[config.mk]
export PLATFORM = sky130hd
export DESIGN_NAME = if_stage_flat
export DESIGN_NICKNAME = d
export VERILOG_FILES = /design/src/rtl/if_stage_if.sv /design/src/rtl/if_stage.sv /design/src/flat_wrapper.sv
export SDC_FILE = /design/constraint.sdc
export NUM_CORES = 1
export LEC_CHECK = 0
export CORE_MARGIN = 2
export CORE_UTILIZATION = 33
export DETAILED_ROUTE_END_ITERATION = 12
export GPL_TIMING_DRIVEN = 0
export MAX_ROUTING_LAYER = met4
export PLACE_DENSITY_LB_ADDON = 0.05
export RECOVER_POWER = 50
export SYNTH_ARGS = -nofsm -noshare
export SYNTH_HDL_FRONTEND = slang
export SYNTH_SLANG_ARGS = --single-unit
export TNS_END_PERCENT = 20
[constraint.sdc]
create_clock -name clk -period 2.6 [get_ports clk]
set_input_delay 0.52 -clock clk [delete_from_list [all_inputs] [get_ports clk]]
set_output_delay 0.52 -clock clk [all_outputs]
set_load 0.02 [all_outputs]
[src/rtl/if_stage_if.sv]
// rtl/if_stage_if.sv - IF-stage bundle: hazard/redirect inputs, imem port, IF/ID outputs
interface if_stage_if #(
  parameter int IMEM_AW = 14
);
  logic               WPC;
  logic               ID_stall;
  logic               br_taken;
  logic [31:0]        br_target;
  logic               jmp;
  logic [31:0]        jmp_target;
  logic               exc_req;
  logic               eret;
  logic [31:0]        epc;
  logic [IMEM_AW-1:0] imem_addr;
  logic [31:0]        imem_rdata;
  logic [31:0]        ID_inst;
  logic [31:0]        ID_pc_plus4;
  logic               ID_valid;
  logic               IF_adel;

  modport master (
    input  WPC, ID_stall, br_taken, br_target, jmp, jmp_target,
           exc_req, eret, epc, imem_rdata,
    output imem_addr, ID_inst, ID_pc_plus4, ID_valid, IF_adel
  );

  modport slave (
    output WPC, ID_stall, br_taken, br_target, jmp, jmp_target,
           exc_req, eret, epc, imem_rdata,
    input  imem_addr, ID_inst, ID_pc_plus4, ID_valid, IF_adel
  );
endinterface

[src/rtl/if_stage.sv]
// rtl/if_stage.sv - Minisys-1A instruction fetch: PC register, next-PC select, IF/ID register
module if_stage #(
  parameter logic [31:0] RESET_PC   = 32'h0000_0000,
  parameter logic [31:0] EXC_VECTOR = 32'h0000_F000,
  parameter int          IMEM_AW    = 14
) (
  input  logic          clk,
  input  logic          rst_n,
  if_stage_if.master    bus
);

  logic [31:0] pc;
  logic [31:0] pc_plus4;
  logic [31:0] pc_next;
  logic        redirect;

  assign pc_plus4 = pc + 32'd4;
  assign redirect = bus.exc_req | bus.eret | bus.jmp | bus.br_taken;

  // Redirects sit above the interlock so a flush during a stall still steers the PC.
  always_comb begin
    pc_next = pc_plus4;
    if (bus.exc_req)       pc_next = EXC_VECTOR;
    else if (bus.eret)     pc_next = bus.epc;
    else if (bus.jmp)      pc_next = bus.jmp_target;
    else if (bus.br_taken) pc_next = bus.br_target;
    else if (!bus.WPC)     pc_next = pc;
  end

  always_ff @(posedge clk or negedge rst_n) begin
    if (!rst_n) pc <= RESET_PC;
    else        pc <= pc_next;
  end

  // Flush keeps ID_pc_plus4 so the squashed slot still carries its last link value.
  always_ff @(posedge clk or negedge rst_n) begin
    if (!rst_n) begin
      bus.ID_inst     <= 32'd0;
      bus.ID_pc_plus4 <= 32'd0;
      bus.ID_valid    <= 1'b0;
      bus.IF_adel     <= 1'b0;
    end else if (redirect) begin
      bus.ID_inst  <= 32'd0;
      bus.ID_valid <= 1'b0;
      bus.IF_adel  <= 1'b0;
    end else if (!bus.ID_stall) begin
      bus.ID_inst     <= bus.imem_rdata;
      bus.ID_pc_plus4 <= pc_plus4;
      bus.ID_valid    <= 1'b1;
      bus.IF_adel     <= (pc[1:0] != 2'b00);
    end
  end

  assign bus.imem_addr = pc[IMEM_AW+1:2];

endmodule

[src/flat_wrapper.sv]
// flat-port wrapper written by rule: the top's interface ports become plain ports
module if_stage_flat 
#(
  parameter logic [31:0] RESET_PC   = 32'h0000_0000,
  parameter logic [31:0] EXC_VECTOR = 32'h0000_F000,
  parameter int          IMEM_AW    = 14
)
  (clk, rst_n, bus_WPC, bus_ID_stall, bus_br_taken, bus_br_target, bus_jmp, bus_jmp_target, bus_exc_req, bus_eret, bus_epc, bus_imem_rdata, bus_imem_addr, bus_ID_inst, bus_ID_pc_plus4, bus_ID_valid, bus_IF_adel);
  if_stage_if #(.IMEM_AW(IMEM_AW)) bus_i ();
  input  logic clk;
  input  logic rst_n;
  input wire logic [$bits(bus_i.WPC)-1:0] bus_WPC;
  input wire logic [$bits(bus_i.ID_stall)-1:0] bus_ID_stall;
  input wire logic [$bits(bus_i.br_taken)-1:0] bus_br_taken;
  input wire logic [$bits(bus_i.br_target)-1:0] bus_br_target;
  input wire logic [$bits(bus_i.jmp)-1:0] bus_jmp;
  input wire logic [$bits(bus_i.jmp_target)-1:0] bus_jmp_target;
  input wire logic [$bits(bus_i.exc_req)-1:0] bus_exc_req;
  input wire logic [$bits(bus_i.eret)-1:0] bus_eret;
  input wire logic [$bits(bus_i.epc)-1:0] bus_epc;
  input wire logic [$bits(bus_i.imem_rdata)-1:0] bus_imem_rdata;
  output wire logic [$bits(bus_i.imem_addr)-1:0] bus_imem_addr;
  output wire logic [$bits(bus_i.ID_inst)-1:0] bus_ID_inst;
  output wire logic [$bits(bus_i.ID_pc_plus4)-1:0] bus_ID_pc_plus4;
  output wire logic [$bits(bus_i.ID_valid)-1:0] bus_ID_valid;
  output wire logic [$bits(bus_i.IF_adel)-1:0] bus_IF_adel;
  assign bus_i.WPC = bus_WPC;
  assign bus_i.ID_stall = bus_ID_stall;
  assign bus_i.br_taken = bus_br_taken;
  assign bus_i.br_target = bus_br_target;
  assign bus_i.jmp = bus_jmp;
  assign bus_i.jmp_target = bus_jmp_target;
  assign bus_i.exc_req = bus_exc_req;
  assign bus_i.eret = bus_eret;
  assign bus_i.epc = bus_epc;
  assign bus_i.imem_rdata = bus_imem_rdata;
  assign bus_imem_addr = bus_i.imem_addr;
  assign bus_ID_inst = bus_i.ID_inst;
  assign bus_ID_pc_plus4 = bus_i.ID_pc_plus4;
  assign bus_ID_valid = bus_i.ID_valid;
  assign bus_IF_adel = bus_i.IF_adel;
  if_stage #(.RESET_PC(RESET_PC), .EXC_VECTOR(EXC_VECTOR), .IMEM_AW(IMEM_AW)) u_core (.clk(clk), .rst_n(rst_n), .bus(bus_i));
endmodule
==> After elaboration in Yosys (flattened, before gate mapping) <==
Cells that the tools add are included.
{ "totals": {"in_bits": 136, "word_cells": 26, "regBits": 98, "output_inout_bits": 80} }
{ "classes": {"add_sub_neg": 1, "n_mux": 11, "n_eq_ne": 1, "bitwise": 5, "n_reduce_logical": 3} }
{ "ops": {"columns": ["operator", "n"], "rows": [
  ["two-way mux 32 bit", 7],
  ["adder 32 x 3 -> 32 bit (second input constant)", 1],
  ["nonzero test 5 bit", 1],
  ["two-way mux 1 bit", 4],
  ["OR 1 bit", 3],
  ["inequality test 2 x 1 -> 1 bit (second input constant)", 1],
  ["inverter 1 bit", 2],
  ["AND reduction 2 bit", 1],
  ["nonzero test 2 bit", 1]
]} }

==> Longest topological paths before layout <==
Gate-level depths: netlist of the first run.
{ "logic_depth": {"ltp_word": 6, "mapped_depth": 8, "ltp_nobuf": 6} }

==> Least setup slack after synthesis of the first run <==
No wires, ideal clock.
{ "synth_path": {"kind": "input-to-reg", "start": "input port bus_br_taken", "end": "register u_core.bus.ID_pc_plus4[12]", "path_buffers": 2, "arrival_time_ns": 1.910, "setup_ns": 0.125, "t_required_ns": 2.475, "cell_stages": 6, "path_slack_ns": 0.565, "cell_sequence": "clkbuf_1 > nor2_2 > nand3_1 > nor2_1 > buf_2 > mux2_2"} }
{ "synth_between": {"elab_chain_cells": 3} }
{ "synth_lines": {"columns": ["item", "line", "source"], "rows": [
  ["start: declaration", "flat_wrapper.sv:14", "input wire logic [$bits(bus_i.br_taken)-1:0] bus_br_taken;"],
  ["OR 1 bit", "if_stage.sv:18", "assign redirect = bus.exc_req | bus.eret | bus.jmp | bus.br_taken;"],
  ["inverter 1 bit (no source line)", null, null],
  ["AND reduction 2 bit (no source line)", null, null],
  ["end signal: assignment", "if_stage.sv:48", "bus.ID_pc_plus4 <= pc_plus4;"],
  ["end: declaration", "if_stage_if.sv:24", "output imem_addr, ID_inst, ID_pc_plus4, ID_valid, IF_adel"]
]} }
Every way passes these cells.
A chain may end at the register's enable or synchronous reset.

==> Worst setup path after layout of the first run <==
{ "layout_path": {"start": "input port bus_eret", "end": "register u_core.pc[26]"} }
{ "layout_between": {"elab_chain_cells": 2, "elab_cells_between_ends": 3, "classes_between": "mux: 2; reduce/logical: 1"} }
{ "layout_lines": {"columns": ["item", "line", "source"], "rows": [
  ["start: declaration", "flat_wrapper.sv:19", "input wire logic [$bits(bus_i.eret)-1:0] bus_eret;"],
  ["two-way mux 32 bit", "if_stage.sv:24", "else if (bus.eret) pc_next = bus.epc;"],
  ["two-way mux 32 bit", "if_stage.sv:23", "if (bus.exc_req) pc_next = EXC_VECTOR;"],
  ["end signal: assignment", "if_stage.sv:32", "else pc <= pc_next;"],
  ["end: declaration", "if_stage.sv:12", "logic [31:0] pc;"]
]} }
Parallel ways exist; a longest one is shown, timed or not.

==> flow_metrics.env, run 1 <==
export IMPL_ant_nets=0
export IMPL_synth_edf_count=0
export IMPL_cp_data_arrival_time_ns=2.79
export IMPL_rsz0062_at_grt="false"
export IMPL_violations="max-capacitance violations, max-slew violations"
export IMPL_synth_most_common_cell="dfrtp_1"
export IMPL_clock_sinks=98
export IMPL_grt_pass1_vias=5393
export IMPL_slew_viol_final=35
export IMPL_cts_tree="built"
export IMPL_gr_total_overflow=0
export IMPL_path_cells="clkdlybuf4s50_1 > clkinv_1 > a31oi_2 > clkbuf_2 > o21ai_0 > o22ai_1"
export IMPL_maxCapViolCount=1
export IMPL_stdcell_area_mm2=0.008193
export IMPL_tightest_slew_ns=1.951
export IMPL_hpwlAfterDp_um=15100
export IMPL_power_density_mw_per_mm2=531.6
export IMPL_drt_total_wl_um=19890
export IMPL_synth_area_mm2=0.005479
export IMPL_p_leak_nw=3.412
export IMPL_cp_max_fo=10
export IMPL_period_share_pct=97.13
export IMPL_initial_utilization_pct=33.39
export IMPL_ios=216
export IMPL_slowest_stage="clkdlybuf4s50_1"
export IMPL_rr_endpoint="u_core.pc[20]"
export IMPL_power_switching_mw=1.316
export IMPL_grt_util_all_layers_pct=23.03
export IMPL_dr_first_iter_drc_count=324
export IMPL_dp_cells=1014
export IMPL_synth_top_area_share_pct=44.76
export IMPL_die_x_um=132.9
export IMPL_period_minus_slack_ns=2.525
export IMPL_endpoint_kind="flip-flop"
export IMPL_fmax_mhz=396.0
export IMPL_start_kind="input pin"
export IMPL_clock_path_buffers=2
export IMPL_worstHoldPathType="flip-flop to flip-flop"
export IMPL_synth_async_reset_ratio_pct=100.0
export IMPL_vias=5319
export IMPL_synth_ff_type="dfrtp_1"
export IMPL_fin_util_pct=49.94
export IMPL_hp_start="u_core.bus.ID_pc_plus4[2]"
export IMPL_holdPathStages=2
export IMPL_cpLargestDelayFamily="buffers and inverters"
export IMPL_synthTopCellsByArea="dfrtp_1, mux2i_1, nor2_1, a21oi_1, o21ai_0"
export IMPL_maxSlewHeadroom_pct=-30.10
export IMPL_syn_nets=719
export IMPL_nets=942
export IMPL_ys_ff_latch=98
export IMPL_core_rowCount=47
export IMPL_antenna_found_initial=1
export IMPL_gp_congestion=0.8804
export IMPL_first_pass_iters=4
export IMPL_vias_per_cell=5.159
export IMPL_pwr_share_comb_pct=27.2
export IMPL_skew_ns=0.007718
export IMPL_area_growth_pct=49.53
export IMPL_p_seq_share_pct=41.5
export IMPL_hold_slack_ns=0.4873
export IMPL_grt_max_degree=66
export IMPL_core_area_mm2=0.01641
export IMPL_grt_pass1_wl_um=30450
export IMPL_totalPowerFinal_mw=4.355
export IMPL_clockRootBuffer="clkbuf_16"
export IMPL_synth_common_cells="dfrtp_1, nor2_1, mux2i_1, a21oi_1, nand2_1"
export IMPL_switching_share_pct=30.21
export IMPL_drive_gt1_share_pct=8.272
export IMPL_ff2ff_setup_slack_ns=0.18
export IMPL_critical_path_class="input pin to flip-flop"
export IMPL_instances_no_fill=1031
export IMPL_hold_viol_final=0
export IMPL_synth_top_cell_by_area="dfrtp_1"
export IMPL_syn_avg_cell_area_um2=9.414
export IMPL_clk_latency_ns=0.34
export IMPL_die_h_um=132.9
export IMPL_worstRegToRegCells=6
export IMPL_ys_types=57
export IMPL_numCtsBuffers=9
export IMPL_cts_clk_slew_worst_paths_ns=0.07
export IMPL_regToRegStartpoint="u_core.pc[2]"
export IMPL_status="finished, violations left"
export IMPL_portBuffers=211
export IMPL_setup_ws_ns=0.07466
export IMPL_setup_viol=0
export IMPL_vdd_ir_drop_worst_mv=0.3799
export IMPL_intPower_mw=3.040
export IMPL_pwr_share_clk_pct=31.3
export IMPL_tns_ns=0
export IMPL_critPathBufInv=3
export IMPL_postSynthCellCount=582
export IMPL_required_ns=2.87
export IMPL_die_area_mm2=0.01765
export IMPL_dp_slack_ns=-0.5944
export IMPL_wl_per_cell_um=19.29
export IMPL_whs_endpoint="u_core.bus.ID_pc_plus4[2]"
export IMPL_postPlaceCellArea_mm2=0.007891
export IMPL_synth_warning_count=0
export IMPL_ys_seq_area_share_pct=44.76
export IMPL_drc=0
export IMPL_critical_path_max_stage_delay_ns=0.61
export IMPL_htreeDepth=3
-- worst reg2reg max path, delay by kind of cell (launching register included) --
| kind | cells | cell delay (ns) |
|---|---|---|
| simple gates | 3 | 1.06 |
| flops | 1 | 0.50 |
| compound gates | 2 | 0.48 |
| fa+ha+maj | 1 | 0.27 |
-- registers in the layout (all words and copies together) (netlist names) --
register,flops
u_core.bus.ID_inst,32
u_core.bus.ID_pc_plus4,32
u_core.pc,32
u_core.bus.ID_valid,1
u_core.bus.IF_adel,1
-- layout make-up --
cell class | count | area, um2
timing repair buffer | 212 | 2117
sequential | 98 | 2452
inverter | 13 | 48.80
clock buffer | 13 | 280.3
multi-input combinational | 418 | 2710
buffer | 53 | 285.3
fill | 1533 | 8214
clock inverter | 3 | 21.27
tap | 220 | 275.3
antenna | 1 | 2.502
-- cells by family after synthesis --
kind of cell / count (synthesis) / share of synthesized area [%]
mux: 48 / 8.929
compound gates: 153 / 18.34
xor+xnor: 30 / 4.796
fa+ha+maj: 1 / 0.2283
flops: 98 / 44.76
simple gates: 186 / 16.92
buf+inv: 66 / 6.029
-- routing by layer --
| metal | track usage (%) | share of wire [%] |
|---|---|---|
| met4 | 7.168 | 1.9 |
| met5 | - | 0 |
| met2 | 37.85 | 49 |
| met1 | 28.78 | 43 |
| met3 | 4.368 | 6.2 |
-- power groups by stage --
stage | Clock (mW) | Combinational, mW | Sequential, mW
after CTS | 1.39 | 1.23 | 1.81
after floorplan | 0 | 0.420 | 1.97
after global placement | 0 | 1.22 | 1.83
after global routing | 1.44 | 1.28 | 1.83
after detailed placement | 0 | 1.23 | 1.84
final | 1.36 | 1.19 | 1.81
-- what timing repair did --
item                       in CTS  in global routing
pin swaps                       0                  0
setup buffers                   0                  0
hold buffers                    0                  0
gates cloned                    0                  0
resized for setup               4                  3
setup endpoints to repair      29                  9
-- how the worst max path moves through the flow --
stage                     cells after the start                         end    startpoint  slack [ns]
after global routing                          6               u_core.pc[26]      bus_eret       0.002
after global placement                        1      u_core.bus.ID_inst[24]         rst_n       -2.95
after CTS                                     6                u_core.pc[3]      bus_eret        0.09
after floorplan                               6  u_core.bus.ID_pc_plus4[12]  bus_br_taken        0.57
after detailed placement                      6               u_core.pc[26]      bus_eret       -0.59
final                                         6               u_core.pc[26]      bus_eret        0.07
-- cell usage in the layout, fill, tap and decap left out, types with 5 or more instances in the layout --
master,synthesis,final
a21oi_1,38,38
a221o_1,7,7
a221oi_1,7,7
a22oi_1,8,8
a32oi_1,6,6
and3_1,5,5
buf_1,5,5
buf_2,6,6
buf_4,14,14
clkbuf_1,25,23
clkbuf_16,0,9
clkdlybuf4s50_1,0,171
dfrtp_1,98,98
dlygate4sd3_1,0,39
inv_1,11,11
mux2_2,7,7
mux2i_1,41,41
nand2_1,37,37
nand2b_1,8,8
nand3_1,19,19
nand4_1,7,7
nor2_1,80,79
nor3_1,7,7
o21a_1,6,6
o21ai_0,36,36
o22ai_1,11,11
xnor2_1,11,11
xor2_1,19,19
No activity file was read; power rests on OpenSTA's default activity.
==> run 2, diff against run 1 <==
Settings changed: REMOVE_ABC_BUFFERS set to 1.
==> run 2 against run 1 <==
- the run still ends with max-capacitance violations, max-slew violations left
- wire length is 8.5% lower
- die area stayed put
- largest cell class unchanged
- clock power is 4% lower
- clock skew decreased by 0.0011 ns
==> flow_metrics.env, run 2 (synthesized netlist as in run 1, its figures left out) <==
export IMPL_switching_share_pct=30.41
export IMPL_numCtsBuffers=9
export IMPL_endpoint_kind="flip-flop"
export IMPL_period_share_pct=95.27
export IMPL_grt_pass1_wl_um=28920
export IMPL_grt_met3_usage_pct=3.142
export IMPL_area_growth_pct=46.86
export IMPL_drive_gt1_share_pct=7.422
export IMPL_critical_path_class="input pin to flip-flop"
export IMPL_gp_congestion=0.7909
export IMPL_die_h_um=132.9
export IMPL_grt_pass1_vias=5141
export IMPL_cp_endpoint="u_core.bus.ID_pc_plus4[7]"
export IMPL_start_kind="input pin"
export IMPL_drc=0
export IMPL_status="finished, violations left"
export IMPL_p_leak_nw=3.340
export IMPL_die_area_mm2=0.01765
export IMPL_vias=5094
export IMPL_power_switching_mw=1.301
export IMPL_clockRootBuffer="clkbuf_16"
export IMPL_die_x_um=132.9
export IMPL_intPower_mw=2.976
export IMPL_core_area_mm2=0.01641
export IMPL_grtUsageMet2_pct=34.74
export IMPL_worstHoldPathType="flip-flop to flip-flop"
export IMPL_setup_viol=0
export IMPL_rr_endpoint="u_core.pc[20]"
export IMPL_p_seq_share_pct=42.4
export IMPL_ant_nets=0
export IMPL_period_minus_slack_ns=2.477
export IMPL_ff2ff_setup_slack_ns=0.16
export IMPL_hpwlAfterDp_um=12700
export IMPL_wl_per_cell_um=18.41
export IMPL_gr_usage_met1_pct=28.37
export IMPL_initial_utilization_pct=33.39
export IMPL_largest_registers="u_core.bus.ID_inst: 32 flops, u_core.bus.ID_pc_plus4: 32 flops, u_core.pc: 32 flops"
export IMPL_critPathLaunch="bus_br_taken"
export IMPL_grt_max_degree=69
export IMPL_clock_path_buffers=2
export IMPL_dr_first_iter_drc_count=223
export IMPL_worstRegToRegCells=6
export IMPL_first_pass_iters=4
export IMPL_hold_viol_final=0
export IMPL_core_rowCount=47
export IMPL_cts_clk_slew_worst_paths_ns=0.07
export IMPL_clk_latency_ns=0.34
export IMPL_cp_max_fo=26
export IMPL_maxCapViolCount=1
export IMPL_gr_total_overflow=0
export IMPL_tns_ns=0
export IMPL_fillers=1554
export IMPL_vias_per_cell=5.156
export IMPL_final_cell_mix="clkdlybuf4s50_1, dfrtp_1, nor2_1"
export IMPL_fmax_mhz=403.7
export IMPL_violations="max-capacitance violations, max-slew violations"
export IMPL_cts_tree="built"
export IMPL_regToRegStartpoint="u_core.pc[2]"
export IMPL_vdd_ir_drop_worst_mv=0.2964
export IMPL_fin_util_pct=49.04
export IMPL_pwr_share_clk_pct=30.3
export IMPL_top_usage_layer="met2"
export IMPL_grt_util_all_layers_pct=21.57
export IMPL_rsz0062_at_grt="true"
export IMPL_maxSlewHeadroom_pct=-27.88
export IMPL_ios=216
export IMPL_htreeDepth=3
export IMPL_nets=901
export IMPL_portBuffers=215
export IMPL_tightest_slew_ns=1.918
export IMPL_clock_sinks=98
export IMPL_cp_data_arrival_time_ns=2.71
export IMPL_pwr_share_comb_pct=27.3
export IMPL_slew_viol_final=32
export IMPL_required_ns=2.83
export IMPL_drt_total_wl_um=18190
export IMPL_final_common_cell="clkdlybuf4s50_1"
export IMPL_power_density_mw_per_mm2=531.4
export IMPL_diodes=0
export IMPL_skew_ns=0.006651
export IMPL_antenna_found_initial=0
==> run 2: changes by cell type in the layout (fill, tap and decap cells not counted), sizes merged, moves of 2 or more <==
cell | before | now
clkbuf | 39 | 12
clkdlybuf4s50 | 171 | 176
dlygate4sd3 | 39 | 33
buf | 29 | 10
clkdlybuf4s15 | 0 | 2
clkinv | 4 | 6
==> run 2: layout make-up <==
cell class	instances	area [um2]	share of cell area [%]
Clock buffer	11	252.7	3.141
Clock inverter	4	27.53	0.3421
Inverter	13	51.30	0.6375
Multi-Input combinational cell	420	2751	34.19
Sequential cell	98	2452	30.48
Tap cell	220	275.3	3.421
Timing Repair Buffer	222	2236	27.79
==> run 2: metal layers <==
metal  up-vias  part of all wire (%)
met2       182                    48
met3        19                   5.1
met4         0                   1.6
met5         -                     0
li1       2439                     -
met1      2454                    45
==> run 2: worst max-delay path: stages <==
cell             delay (ns)
clkdlybuf4s15_2        0.50
nor2_4                 0.49
nand3_4                0.35
nor2_4                 0.27
buf_16                 0.19
mux2_2                 0.34
==> run 2: how the worst min path moves through the flow <==
| stage | cells past startpoint | start | end |
|---|---|---|---|
| after global placement | 2 | u_core.bus.ID_pc_plus4[2] | u_core.bus.ID_pc_plus4[2] |
| after floorplan | 0 | rst_n | u_core.bus.ID_inst[0] |
| after global routing | 1 | u_core.bus.ID_pc_plus4[3] | u_core.bus.ID_pc_plus4[3] |
| after detailed placement | 2 | u_core.bus.ID_pc_plus4[2] | u_core.bus.ID_pc_plus4[2] |
| final | 2 | u_core.bus.ID_pc_plus4[2] | u_core.bus.ID_pc_plus4[2] |
| after CTS | 1 | rst_n | u_core.bus.ID_pc_plus4[5] |
==> run 2: power groups by stage <==
| stage | Combinational, mW | Sequential [mW] | Clock (mW) |
|---|---|---|---|
| 2_1_floorplan | 0.323 | 2.00 | 0 |
| 3_3_place_gp | 1.17 | 1.84 | 0 |
| 3_5_place_dp | 1.18 | 1.84 | 0 |
| 4_1_cts | 1.20 | 1.82 | 1.34 |
| 5_1_grt | 1.26 | 1.84 | 1.38 |
| 6_report | 1.17 | 1.81 | 1.30 |
==> run 2: what timing repair did <==
| item | 4_1_cts | 5_1_grt |
|---|---|---|
| setup endpoints to repair | 96 | 16 |
| cloned | 2 | 0 |
| setup buffers | 2 | 0 |
| resized for setup | 11 | 1 |
| hold buffers | 0 | 0 |
| pin swaps | 3 | 2 |
==> run 2: stage by stage <==
stage	std cells	hold slack, ns	setup slack (ns)	total power [mW]	cell area, um2
final	988	0.4908	0.1231	4.276	8046
after global routing	988	0.5256	-0.03516	4.479	8046
after CTS	988	0.1396	0.08886	4.350	8061
after detailed placement	969	0.4802	-2.144	3.028	7730
after global placement	964	0.4745	-5.359	3.010	7625
after floorplan	529	0.2244	-1.347	2.325	5197
==> run 3, diff against run 2 <==
Settings changed: CORE_ASPECT_RATIO set to 1.25.
==> run 3 against run 2 <==
- the run now ends clean
- wire length increased by 2.4%
- worst hold slack got worse by 0.15 ns
- setup slack got worse by 0.052 ns
- via count increased by 1.6%
- sequential power about the same
- first-iteration DRC count increased by 30%
- critical endpoint is now u_core.bus.ID_pc_plus4[8]
- highest routed layer unchanged
==> flow_metrics.env, run 3 (synthesized netlist as in run 1, its figures left out) <==
export IMPL_cts_tree="built"
export IMPL_p_leak_nw=3.271
export IMPL_wl_per_cell_um=18.86
export IMPL_grt_pass1_wl_um=29040
export IMPL_clock_path_buffers=2
export IMPL_antenna_found_initial=0
export IMPL_setup_viol=0
export IMPL_nets=904
export IMPL_gp_congestion=0.8362
export IMPL_worstRegToRegCells=6
export IMPL_regToRegStartpoint="u_core.pc[2]"
export IMPL_cpMostUsedCell="nor2_4"
export IMPL_path_cells="clkdlybuf4s15_2 > nor2_4 > nand3_4 > nor2_4 > buf_16 > mux2_2"
export IMPL_vias=5174
export IMPL_clock_sinks=98
export IMPL_ff2ff_setup_slack_ns=0.23
export IMPL_setup_ws_ns=0.07146
export IMPL_grt_util_all_layers_pct=21.81
export IMPL_hold_viol_final=0
export IMPL_ant_nets=0
export IMPL_drc=0
export IMPL_endpoint_kind="flip-flop"
export IMPL_final_cell_mix="clkdlybuf4s50_1, dfrtp_1, nor2_1"
export IMPL_slowest_stage="clkdlybuf4s15_2"
export IMPL_worstHoldPathType="input pin to asynchronous set/reset pin"
export IMPL_dp_cells=965
export IMPL_period_share_pct=97.25
export IMPL_tns_ns=0
export IMPL_largest_registers="u_core.bus.ID_inst: 32 flops, u_core.bus.ID_pc_plus4: 32 flops, u_core.pc: 32 flops"
export IMPL_die_x_um=119.3
export IMPL_maxCapViolCount=0
export IMPL_dp_slack_ns=-2.127
export IMPL_cp_data_arrival_time_ns=2.75
export IMPL_portBuffers=215
export IMPL_ios=216
export IMPL_diodes=0
export IMPL_gr_total_overflow=0
export IMPL_rr_endpoint="u_core.pc[20]"
export IMPL_cts_clk_slew_worst_paths_ns=0.07
export IMPL_initial_utilization_pct=33.82
export IMPL_power_density_mw_per_mm2=532.8
export IMPL_period_minus_slack_ns=2.529
export IMPL_ctsHoldBuffers=0
export IMPL_fillers=1534
export IMPL_first_pass_iters=5
export IMPL_maxSlewHeadroom_pct=30.08
export IMPL_status="completed"
export IMPL_die_h_um=148.1
export IMPL_area_growth_pct=47.55
export IMPL_die_area_mm2=0.01766
export IMPL_slew_viol_final=0
export IMPL_fmax_mhz=395.5
export IMPL_numCtsBuffers=9
export IMPL_skew_ns=0.01000
export IMPL_drt_total_wl_um=18630
export IMPL_totalPowerFinal_mw=4.308
export IMPL_vdd_ir_drop_worst_mv=0.2826
export IMPL_grt_max_degree=58
export IMPL_rsz0062_at_grt="true"
export IMPL_cp_max_fo=30
export IMPL_instances_no_fill=988
export IMPL_core_rowCount=52
export IMPL_core_area_mm2=0.01620
export IMPL_vias_per_cell=5.237
export IMPL_required_ns=2.83
export IMPL_hpwlAfterDp_um=13100
export IMPL_dr_first_iter_drc_count=290
export IMPL_clockRootBuffer="clkbuf_16"
export IMPL_clk_latency_ns=0.35
export IMPL_htreeDepth=3
export IMPL_critical_path_class="input pin to flip-flop"
export IMPL_hold_slack_ns=0.3412
export IMPL_critical_path_max_stage_delay_ns=0.49
export IMPL_final_common_cell="clkdlybuf4s50_1"
export IMPL_drive_gt1_share_pct=8.031
export IMPL_tightest_slew_ns=1.049
export IMPL_start_kind="input pin"
export IMPL_grt_pass1_vias=5258
## run 3: cell types whose count changed in the layout (fill, tap and decap cells not counted), moves of 2 or more
cell,before,now
buf_4,3,5
clkbuf_8,2,0
clkdlybuf4s50_1,176,209
clkinv_2,4,2
dlygate4sd3_1,33,0
inv_8,0,2
## run 3: metal layers
layer,routed length (um),up-vias,track usage (%)
li1,-,2454,-
met1,7951,2484,27.25
met2,9145,212,36.84
met3,1179,24,3.029
met4,357,0,6.607
met5,0,-,-
## run 3: final cells by class
cell class / instances / area [um2] / area share [%]
inverters: 13 / 55.05 / 0.6810
flip-flops and latches: 98 / 2452 / 30.34
clock inverters: 7 / 61.31 / 0.7584
well taps: 216 / 270.3 / 3.343
multi-input cells: 420 / 2751 / 34.04
clock buffers: 9 / 225.2 / 2.786
repair buffers: 225 / 2268 / 28.06
## run 3: report_power, final
group	internal (mW)	total, mW	leakage [nW]	switching (mW)
clock network	0.668	1.30	0.140	0.636
registers	1.69	1.82	1.26	0.134
logic	0.608	1.18	1.87	0.575
total	2.96	4.31	3.27	1.34
## run 3: critical path, delay by kind of cell
| family | cells | cell delay, ns |
|---|---|---|
| and+or+nand+nor | 3 | 1.17 |
| buffers and inverters | 2 | 0.69 |
| muxes | 1 | 0.35 |
## run 3: per-stage QoR
stage / cell area (um2) / utilization, %
3_3_place_gp: 7620 / 47.03
2_1_floorplan: 5197 / -
3_5_place_dp: 7725 / 47.68
5_1_grt: 8084 / 49.90
6_report: 8084 / 49.90
4_1_cts: 8071 / 49.82
## run 3: what timing repair did
action	in CTS	in global routing
gates resized for setup	12	1
setup buffers	1	4
setup endpoints to repair	96	24
endpoints found under the hold margin	0	0
cloned	2	0
pin swaps	2	2
## run 3: how the worst max path moves through the flow
stage	startpoint	end	slack, ns	depth (start not counted)
after global routing	bus_br_taken	u_core.bus.ID_pc_plus4[8]	-0.05	6
after floorplan	bus_br_taken	u_core.bus.ID_pc_plus4[12]	-1.35	4
after global placement	bus_eret	u_core.bus.ID_pc_plus4[8]	-5.38	5
final	bus_br_taken	u_core.bus.ID_pc_plus4[8]	0.07	6
after CTS	bus_br_taken	u_core.pc[11]	0.004	6
after detailed placement	bus_br_taken	u_core.bus.ID_pc_plus4[12]	-2.13	6
